<file path="src/rtl/onewire_pkg.sv">
// Shared 1-Wire definitions: sequencer state encoding and byte geometry.
// Also used by output_driver and the future read-slot logic.
package onewire_pkg;

   localparam int unsigned BIT_PER_BYTE = 8;

   typedef enum logic [2:0] {
      StIdle,
      StRstIssue,
      StRstWait,
      StLoad,
      StBitIssue,
      StBitWait,
      StDone
   } seq_state_e;

endpackage

</file>
<file path="src/rtl/onewire_sequencer_if.sv">
// Signal bundle between the 1-Wire sequencer, its host-side controller and output_driver.
//   command stream : i_cmd_valid/i_cmd_rst/i_cmd_count -> o_cmd_ready
//   byte stream    : i_byte_valid/i_byte -> o_byte_ready
//   driver         : o_drv_start/o_drv_bit_strobe/o_drv_serial <- i_drv_busy/i_drv_done
//   status         : o_busy, o_done, o_error
// modport master: the sequencer; modport slave: host and driver side.
interface onewire_sequencer_if #(
   parameter int unsigned MAX_BYTES = 16
);
   localparam int unsigned BC_W = $clog2(MAX_BYTES + 1);

   logic            i_cmd_valid;
   logic            i_cmd_rst;
   logic [BC_W-1:0] i_cmd_count;
   logic            o_cmd_ready;
   logic            i_byte_valid;
   logic [7:0]      i_byte;
   logic            o_byte_ready;
   logic            o_drv_start;
   logic            o_drv_bit_strobe;
   logic            o_drv_serial;
   logic            i_drv_busy;
   logic            i_drv_done;
   logic            o_busy;
   logic            o_done;
   logic            o_error;

   modport master (
      input  i_cmd_valid, i_cmd_rst, i_cmd_count, i_byte_valid, i_byte, i_drv_busy, i_drv_done,
      output o_cmd_ready, o_byte_ready, o_drv_start, o_drv_bit_strobe, o_drv_serial,
             o_busy, o_done, o_error
   );

   modport slave (
      output i_cmd_valid, i_cmd_rst, i_cmd_count, i_byte_valid, i_byte, i_drv_busy, i_drv_done,
      input  o_cmd_ready, o_byte_ready, o_drv_start, o_drv_bit_strobe, o_drv_serial,
             o_busy, o_done, o_error
   );

endinterface

</file>
<file path="src/rtl/onewire_slot_timer.sv">
// Per-slot timeout counter.
//   clk, reset : clock, synchronous active-high reset
//   clear      : force count to zero (held while not waiting on a slot)
//   enable     : count one wait cycle
//   expired    : count has reached TIMEOUT_CYC-1
module onewire_slot_timer #(
   parameter int unsigned TIMEOUT_CYC = 100000
) (
   input  logic clk,
   input  logic reset,
   input  logic clear,
   input  logic enable,
   output logic expired
);

   localparam int unsigned CNT_W = (TIMEOUT_CYC > 1) ? $clog2(TIMEOUT_CYC) : 1;
   localparam logic [CNT_W-1:0] LAST = CNT_W'(TIMEOUT_CYC - 1);

   logic [CNT_W-1:0] cnt_q, cnt_d;

   assign expired = (cnt_q == LAST);

   always_comb begin
      cnt_d = cnt_q;
      if (clear) begin
         cnt_d = '0;
      end else if (enable && !expired) begin
         cnt_d = cnt_q + 1'b1;
      end
   end

   always_ff @(posedge clk) begin
      if (reset) begin
         cnt_q <= '0;
      end else begin
         cnt_q <= cnt_d;
      end
   end

endmodule

</file>
<file path="src/rtl/onewire_sequencer.sv">
// 1-Wire transaction sequencer: optional bus-reset slot, then 0..MAX_BYTES bytes pulled over
// a valid/ready stream and sent LSB-first as single-bit strobes to output_driver. Each slot
// waits for driver completion under a timeout; done/error reported to the host.
//   clk, reset : clock, synchronous active-high reset
//   bus        : onewire_sequencer_if.master (command, byte, driver and status signals)
module onewire_sequencer #(
   parameter int unsigned MAX_BYTES   = 16,
   parameter int unsigned TIMEOUT_CYC = 100000
) (
   input logic                 clk,
   input logic                 reset,
   onewire_sequencer_if.master bus
);
   import onewire_pkg::*;

   localparam int unsigned BC_W = $clog2(MAX_BYTES + 1);
   localparam logic [BC_W-1:0] MAX_COUNT = BC_W'(MAX_BYTES);
   localparam logic [2:0] LAST_BIT = 3'(BIT_PER_BYTE - 1);

   seq_state_e      state_q, state_d;
   logic [BC_W-1:0] count_q, count_d;
   logic [BC_W-1:0] byte_cnt_q, byte_cnt_d;
   logic [2:0]      bit_cnt_q, bit_cnt_d;
   logic [7:0]      shift_q, shift_d;
   logic            seen_done_q, seen_done_d;
   logic            err_q, err_d;
   logic            serial_q, serial_d;
   logic            slot_complete;
   logic            waiting;
   logic            expired;

   assign waiting = (state_q == StRstWait) || (state_q == StBitWait);
   // A done pulse arriving together with busy low finishes the slot in that same cycle.
   assign slot_complete = (seen_done_q || bus.i_drv_done) && !bus.i_drv_busy;

   onewire_slot_timer #(
      .TIMEOUT_CYC (TIMEOUT_CYC)
   ) u_timer (
      .clk     (clk),
      .reset   (reset),
      .clear   (!waiting),
      .enable  (waiting),
      .expired (expired)
   );

   always_comb begin
      state_d     = state_q;
      count_d     = count_q;
      byte_cnt_d  = byte_cnt_q;
      bit_cnt_d   = bit_cnt_q;
      shift_d     = shift_q;
      seen_done_d = 1'b0;
      err_d       = err_q;
      serial_d    = 1'b0;

      unique case (state_q)
         StIdle: begin
            err_d = 1'b0;
            if (bus.i_cmd_valid) begin
               count_d    = (bus.i_cmd_count > MAX_COUNT) ? MAX_COUNT : bus.i_cmd_count;
               byte_cnt_d = '0;
               if (bus.i_cmd_rst)       state_d = StRstIssue;
               else if (count_d != '0)  state_d = StLoad;
               else                     state_d = StDone;
            end
         end
         StRstIssue: state_d = StRstWait;
         StRstWait: begin
            seen_done_d = seen_done_q || bus.i_drv_done;
            if (slot_complete) begin
               state_d = (count_q != '0) ? StLoad : StDone;
            end else if (expired) begin
               err_d   = 1'b1;
               state_d = StDone;
            end
         end
         StLoad: begin
            if (bus.i_byte_valid) begin
               shift_d   = bus.i_byte;
               bit_cnt_d = '0;
               serial_d  = bus.i_byte[0];
               state_d   = StBitIssue;
            end
         end
         StBitIssue: begin
            serial_d = serial_q;
            state_d  = StBitWait;
         end
         StBitWait: begin
            seen_done_d = seen_done_q || bus.i_drv_done;
            serial_d    = serial_q;
            if (slot_complete) begin
               shift_d   = shift_q >> 1;
               bit_cnt_d = bit_cnt_q + 3'd1;
               if (bit_cnt_q == LAST_BIT) begin
                  byte_cnt_d = byte_cnt_q + 1'b1;
                  serial_d   = 1'b0;
                  state_d    = (byte_cnt_d == count_q) ? StDone : StLoad;
               end else begin
                  // Next bit goes out on the following strobe; preload it here.
                  serial_d = shift_q[1];
                  state_d  = StBitIssue;
               end
            end else if (expired) begin
               err_d    = 1'b1;
               serial_d = 1'b0;
               state_d  = StDone;
            end
         end
         StDone:  state_d = StIdle;
         default: state_d = StIdle;
      endcase
   end

   always_ff @(posedge clk) begin
      if (reset) begin
         state_q     <= StIdle;
         count_q     <= '0;
         byte_cnt_q  <= '0;
         bit_cnt_q   <= '0;
         shift_q     <= '0;
         seen_done_q <= 1'b0;
         err_q       <= 1'b0;
         serial_q    <= 1'b0;
      end else begin
         state_q     <= state_d;
         count_q     <= count_d;
         byte_cnt_q  <= byte_cnt_d;
         bit_cnt_q   <= bit_cnt_d;
         shift_q     <= shift_d;
         seen_done_q <= seen_done_d;
         err_q       <= err_d;
         serial_q    <= serial_d;
      end
   end

   assign bus.o_cmd_ready      = (state_q == StIdle);
   assign bus.o_byte_ready     = (state_q == StLoad);
   assign bus.o_drv_start      = (state_q == StRstIssue);
   assign bus.o_drv_bit_strobe = (state_q == StBitIssue);
   assign bus.o_drv_serial     = serial_q;
   assign bus.o_busy           = (state_q != StIdle);
   assign bus.o_done           = (state_q == StDone);
   assign bus.o_error          = (state_q == StDone) && err_q;

endmodule

</file>
<file path="src/flat_wrapper.sv">
// flat-port wrapper written by rule: the top's interface ports become plain ports
module onewire_sequencer_flat import onewire_pkg::*;
#(
   parameter int unsigned MAX_BYTES   = 16,
   parameter int unsigned TIMEOUT_CYC = 100000
)
  (clk, reset, bus_i_cmd_valid, bus_i_cmd_rst, bus_i_cmd_count, bus_i_byte_valid, bus_i_byte, bus_i_drv_busy, bus_i_drv_done, bus_o_cmd_ready, bus_o_byte_ready, bus_o_drv_start, bus_o_drv_bit_strobe, bus_o_drv_serial, bus_o_busy, bus_o_done, bus_o_error);
  onewire_sequencer_if #(.MAX_BYTES(MAX_BYTES)) bus_i ();
  input logic clk;
  input logic reset;
  input wire logic [$bits(bus_i.i_cmd_valid)-1:0] bus_i_cmd_valid;
  input wire logic [$bits(bus_i.i_cmd_rst)-1:0] bus_i_cmd_rst;
  input wire logic [$bits(bus_i.i_cmd_count)-1:0] bus_i_cmd_count;
  input wire logic [$bits(bus_i.i_byte_valid)-1:0] bus_i_byte_valid;
  input wire logic [$bits(bus_i.i_byte)-1:0] bus_i_byte;
  input wire logic [$bits(bus_i.i_drv_busy)-1:0] bus_i_drv_busy;
  input wire logic [$bits(bus_i.i_drv_done)-1:0] bus_i_drv_done;
  output wire logic [$bits(bus_i.o_cmd_ready)-1:0] bus_o_cmd_ready;
  output wire logic [$bits(bus_i.o_byte_ready)-1:0] bus_o_byte_ready;
  output wire logic [$bits(bus_i.o_drv_start)-1:0] bus_o_drv_start;
  output wire logic [$bits(bus_i.o_drv_bit_strobe)-1:0] bus_o_drv_bit_strobe;
  output wire logic [$bits(bus_i.o_drv_serial)-1:0] bus_o_drv_serial;
  output wire logic [$bits(bus_i.o_busy)-1:0] bus_o_busy;
  output wire logic [$bits(bus_i.o_done)-1:0] bus_o_done;
  output wire logic [$bits(bus_i.o_error)-1:0] bus_o_error;
  assign bus_i.i_cmd_valid = bus_i_cmd_valid;
  assign bus_i.i_cmd_rst = bus_i_cmd_rst;
  assign bus_i.i_cmd_count = bus_i_cmd_count;
  assign bus_i.i_byte_valid = bus_i_byte_valid;
  assign bus_i.i_byte = bus_i_byte;
  assign bus_i.i_drv_busy = bus_i_drv_busy;
  assign bus_i.i_drv_done = bus_i_drv_done;
  assign bus_o_cmd_ready = bus_i.o_cmd_ready;
  assign bus_o_byte_ready = bus_i.o_byte_ready;
  assign bus_o_drv_start = bus_i.o_drv_start;
  assign bus_o_drv_bit_strobe = bus_i.o_drv_bit_strobe;
  assign bus_o_drv_serial = bus_i.o_drv_serial;
  assign bus_o_busy = bus_i.o_busy;
  assign bus_o_done = bus_i.o_done;
  assign bus_o_error = bus_i.o_error;
  onewire_sequencer #(.MAX_BYTES(MAX_BYTES), .TIMEOUT_CYC(TIMEOUT_CYC)) u_core (.clk(clk), .reset(reset), .bus(bus_i));
endmodule
</file>
<file path="config.mk">
export PLATFORM = sky130hd
export DESIGN_NAME = onewire_sequencer_flat
export DESIGN_NICKNAME = d
export VERILOG_FILES = /design/src/rtl/onewire_pkg.sv /design/src/rtl/onewire_sequencer_if.sv /design/src/rtl/onewire_slot_timer.sv /design/src/rtl/onewire_sequencer.sv /design/src/flat_wrapper.sv
export SDC_FILE = /design/constraint.sdc
export NUM_CORES = 1
export LEC_CHECK = 0
export BUFFER_PORTS_ARGS = -buffer_cell sky130_fd_sc_hd__buf_2
export CAP_MARGIN = 10
export CORE_UTILIZATION = 36
export CTS_BUF_LIST = sky130_fd_sc_hd__clkbuf_2
export CTS_CLUSTER_DIAMETER = 200
export DETAILED_ROUTE_END_ITERATION = 10
export GPL_ROUTABILITY_DRIVEN = 0
export PLACE_DENSITY = 0.54
export SLEW_MARGIN = 15
export SYNTH_ARGS = -nofsm -noshare
export SYNTH_HDL_FRONTEND = slang
export SYNTH_SLANG_ARGS = --single-unit
</file>
<file path="constraint.sdc">
create_clock -name clk -period 1.6 [get_ports clk]
set_input_delay 0 -clock clk [delete_from_list [all_inputs] [get_ports clk]]
set_output_delay 0 -clock clk [all_outputs]
set_load 0.01 [all_outputs]
</file>
==> out/metrics.cfg <==
[outcome]
status = complete, but fails checks
violations = negative setup slack

[worst_setup_path]
slowest_stage = or3b_4
crit_type = flop to flop
worst_ep_arrival_time_ns = 2.05
r2r_cells = 5
path_cells = or3b_4 > a21oi_4 > nand4bb_1 > or3_1 > a21oi_1
path_buf_inv = 0
crit_family = simple AND/OR/NAND/NOR gates
path_depth = 5
startpoint_type = flop
cp_data_required_time_ns = 1.95
cpPeakStageDelay_ns = 0.43
crit_path_end_kind = flop
worstPathMaxFanout = 4

[clock_network]
cts_root_buffer = clkbuf_2
clk_latency_ns = 0.42
h-tree-depth = 2
cts_max_path_buffers = 2
cts_sinks = 43
cts_tree = done
cts_made_buffers = 5
clk_pin_slew_worst_paths_ns = 0.21

[finish]
area_growth_syn_to_layout_pct = 50.19
final_cells = 461
final_common_cell = buf_4
n_antenna_cell = 0
final_nets = 410
final_layout_size_suffix_gt1_frac = 0.4119
final_cell_mix = buf_4 (48), nand2_1 (34), nor2_1 (32), dfxtp_1 (32), buf_2 (27)

[global_routing]
grt_pass1_vias = 2249
grtUsageTotal = 0.1941
met2_usage = 0.3248
grt_use_met3 = 0.03444
antenna_found_initial = 0
grt_overflow_total = 0
grt_max_degree = 19
grt_use_met1 = 0.2434
busiest_layer = met2
grt_pass1_wl_mm = 9.991

[min_path]
hold_depth = 5
hold_path.class = input port to flop

[power_and_ir_drop]
total_power_w = 0.003240
ir_drop_mv = 1.056
pwr_density_cell_nw_per_um2 = 941.7
leakage_nw = 1.376

[placed_design]
io_buffers = 27
place_ws_ns = -0.09813
hpwl_mm = 4.229
dp_cells = 423

[timing]
hold_viol_final = 0
tns_ns = -0.6007
drv_slew = 0
slew_headroom = 0.6924
period_minus_slack_ns = 1.704
fin_skew_ns = 0.02217
max_slew.worst_pin.slew_ns = 0.4605
fin_crit_sh = 1.065
rsz0062_at_grt = yes
setup_viol = 12
finalWorstSetupSlack_ns = -0.1041
fmax_mhz = 586.8

[die]
die_w_um = 81.78
io_pins = 28
fp.dieH_um = 81.78
initial_core_util = 0.3802
rows = 28
dieArea_um2 = 6687
core-area_um2 = 6026

[synthesis]
syn_nets = 313
synth_top_area_frac = 0.3758
yosysWarnings = 0
yosysSeqAreaShare = 0.3758
synth_flop_cell = dfxtp_1
yosysUniqueCellTypes = 53
synth.area.top_cells = dfxtp_1 (38%), nand2_1 (6.6%), nor2_1 (6.6%), a21oi_1 (5.0%), xor2_1 (3.4%)
yosysTopAreaCell = dfxtp_1
synth_edf_count = 0
synthArstFlopShare = 0
netlist_area_um2 = 2291
synthCells = 289
synth_area_per_cell_um2 = 7.927
ys_ff_latch = 43

[routing]
drt_iter0_drc = 66
wirelength_mm = 6.163
ant_nets = 0
wl_per_cell_um = 13.37
dr.pass1.iters = 4
num_vias = 2371
drc = 0
avgViaCountPerCell = 5.143

[flow_run]
maxCapViolations = 0

[cells by family after synthesis]
family	share of synthesized area
XOR/XNOR	0.06117
AND/OR/NAND/NOR	0.3375
AO/OA/AOI/OAI	0.1633
buffers and inverters	0.03605
flip-flops	0.3758
adder cells (fa/ha/maj)	0.02185
multiplexers	0.004369
[power by group]
part,total (W),switching [W],internal [W],leakage [nW]
clock,0.000620,0.000357,0.000263,0.0391
combinational,0.00140,0.000691,0.000708,0.984
sequential,0.00122,0.0000592,0.00116,0.353
[per-stage QoR]
step	cell area, µm²	hold slack [ns]	utilization
final	3441	0.2048	0.5710
after global routing	3441	0.2421	0.5710
after CTS	3166	0.1737	0.5253
after detailed placement	2839	0.2645	0.4711
after global placement	2839	0.2391	0.4711
after floorplan	2342	0.1207	-
[layout make-up]
type	count	area, µm²
Clock buffer	6	30.03
Clock inverter	1	30.03
Fill cell	571	2585
Inverter	2	7.507
Multi-Input combinational cell	228	1583
Sequential cell	43	874.6
Tap cell	75	93.84
Timing Repair Buffer	106	822.0
[layer usage]
metal  wire length, µm  share of wire
met5                 0              0
met4                85          0.014
met3               174          0.028
met2              2977           0.48
met1              2925           0.47
[tightest hold or removal path, stage by stage]
cell	delay (ns)
buf_2	0.08
o21bai_1	0.23
nor2_4	0.09
a21oi_1	0.12
a211oi_1	0.08
[Yosys cell counts (2+ instances only)]
cell type  count
a21o_1         2
a21oi_1       23
a311oi_1       6
a31oi_1        3
and2_1         7
and3_1         4
buf_2          3
clkbuf_1      11
dfxtp_1       43
ha_1           4
inv_1          2
nand2_1       40
nand3_1       11
nand3b_1       7
nand4_1        4
nand4b_1       2
nor2_1        40
nor2b_1        3
nor3_1         5
nor3b_1        4
nor4_1         2
nor4bb_1       3
o21ai_0       10
o21bai_1       2
o22ai_1        2
or3_1          4
or4_1          2
xnor2_1        7
xor2_1         9
[path summary, 6_finish.rpt]
| check | start | end | slack [ns] |
|---|---|---|---|
| min | bus_i_drv_busy | u_core.byte_cnt_q[4] | 0.20 |
| min reg2reg | u_core.shift_q[7] | u_core.shift_q[7] | 0.48 |
| max reg2reg | u_core.state_q[2] | u_core.u_timer.cnt_q[13] | -0.10 |
| max | u_core.state_q[2] | u_core.u_timer.cnt_q[13] | -0.10 |
[what timing repair did]
| item | CTS | global route |
|---|---|---|
| endpoints found under the setup margin | 26 | 39 |
| buffers inserted | 4 | 10 |
| hold buffers | 18 | 0 |
| endpoints found under the hold margin | 23 | 0 |
| pin swaps | 16 | 28 |
| resized for setup | 19 | 55 |
[registers in the layout, indices dropped and copies added (netlist names)]
name,cells
u_core.state_q,3
u_core.bit_cnt_q,3
u_core.count_q,5
u_core.byte_cnt_q,5
u_core.seen_done_q,1
u_core.u_timer.cnt_q,17
u_core.bus.o_drv_serial,1
u_core.shift_q,7
u_core.err_q,1
Note: power is estimated with default switching activity, not from simulation.
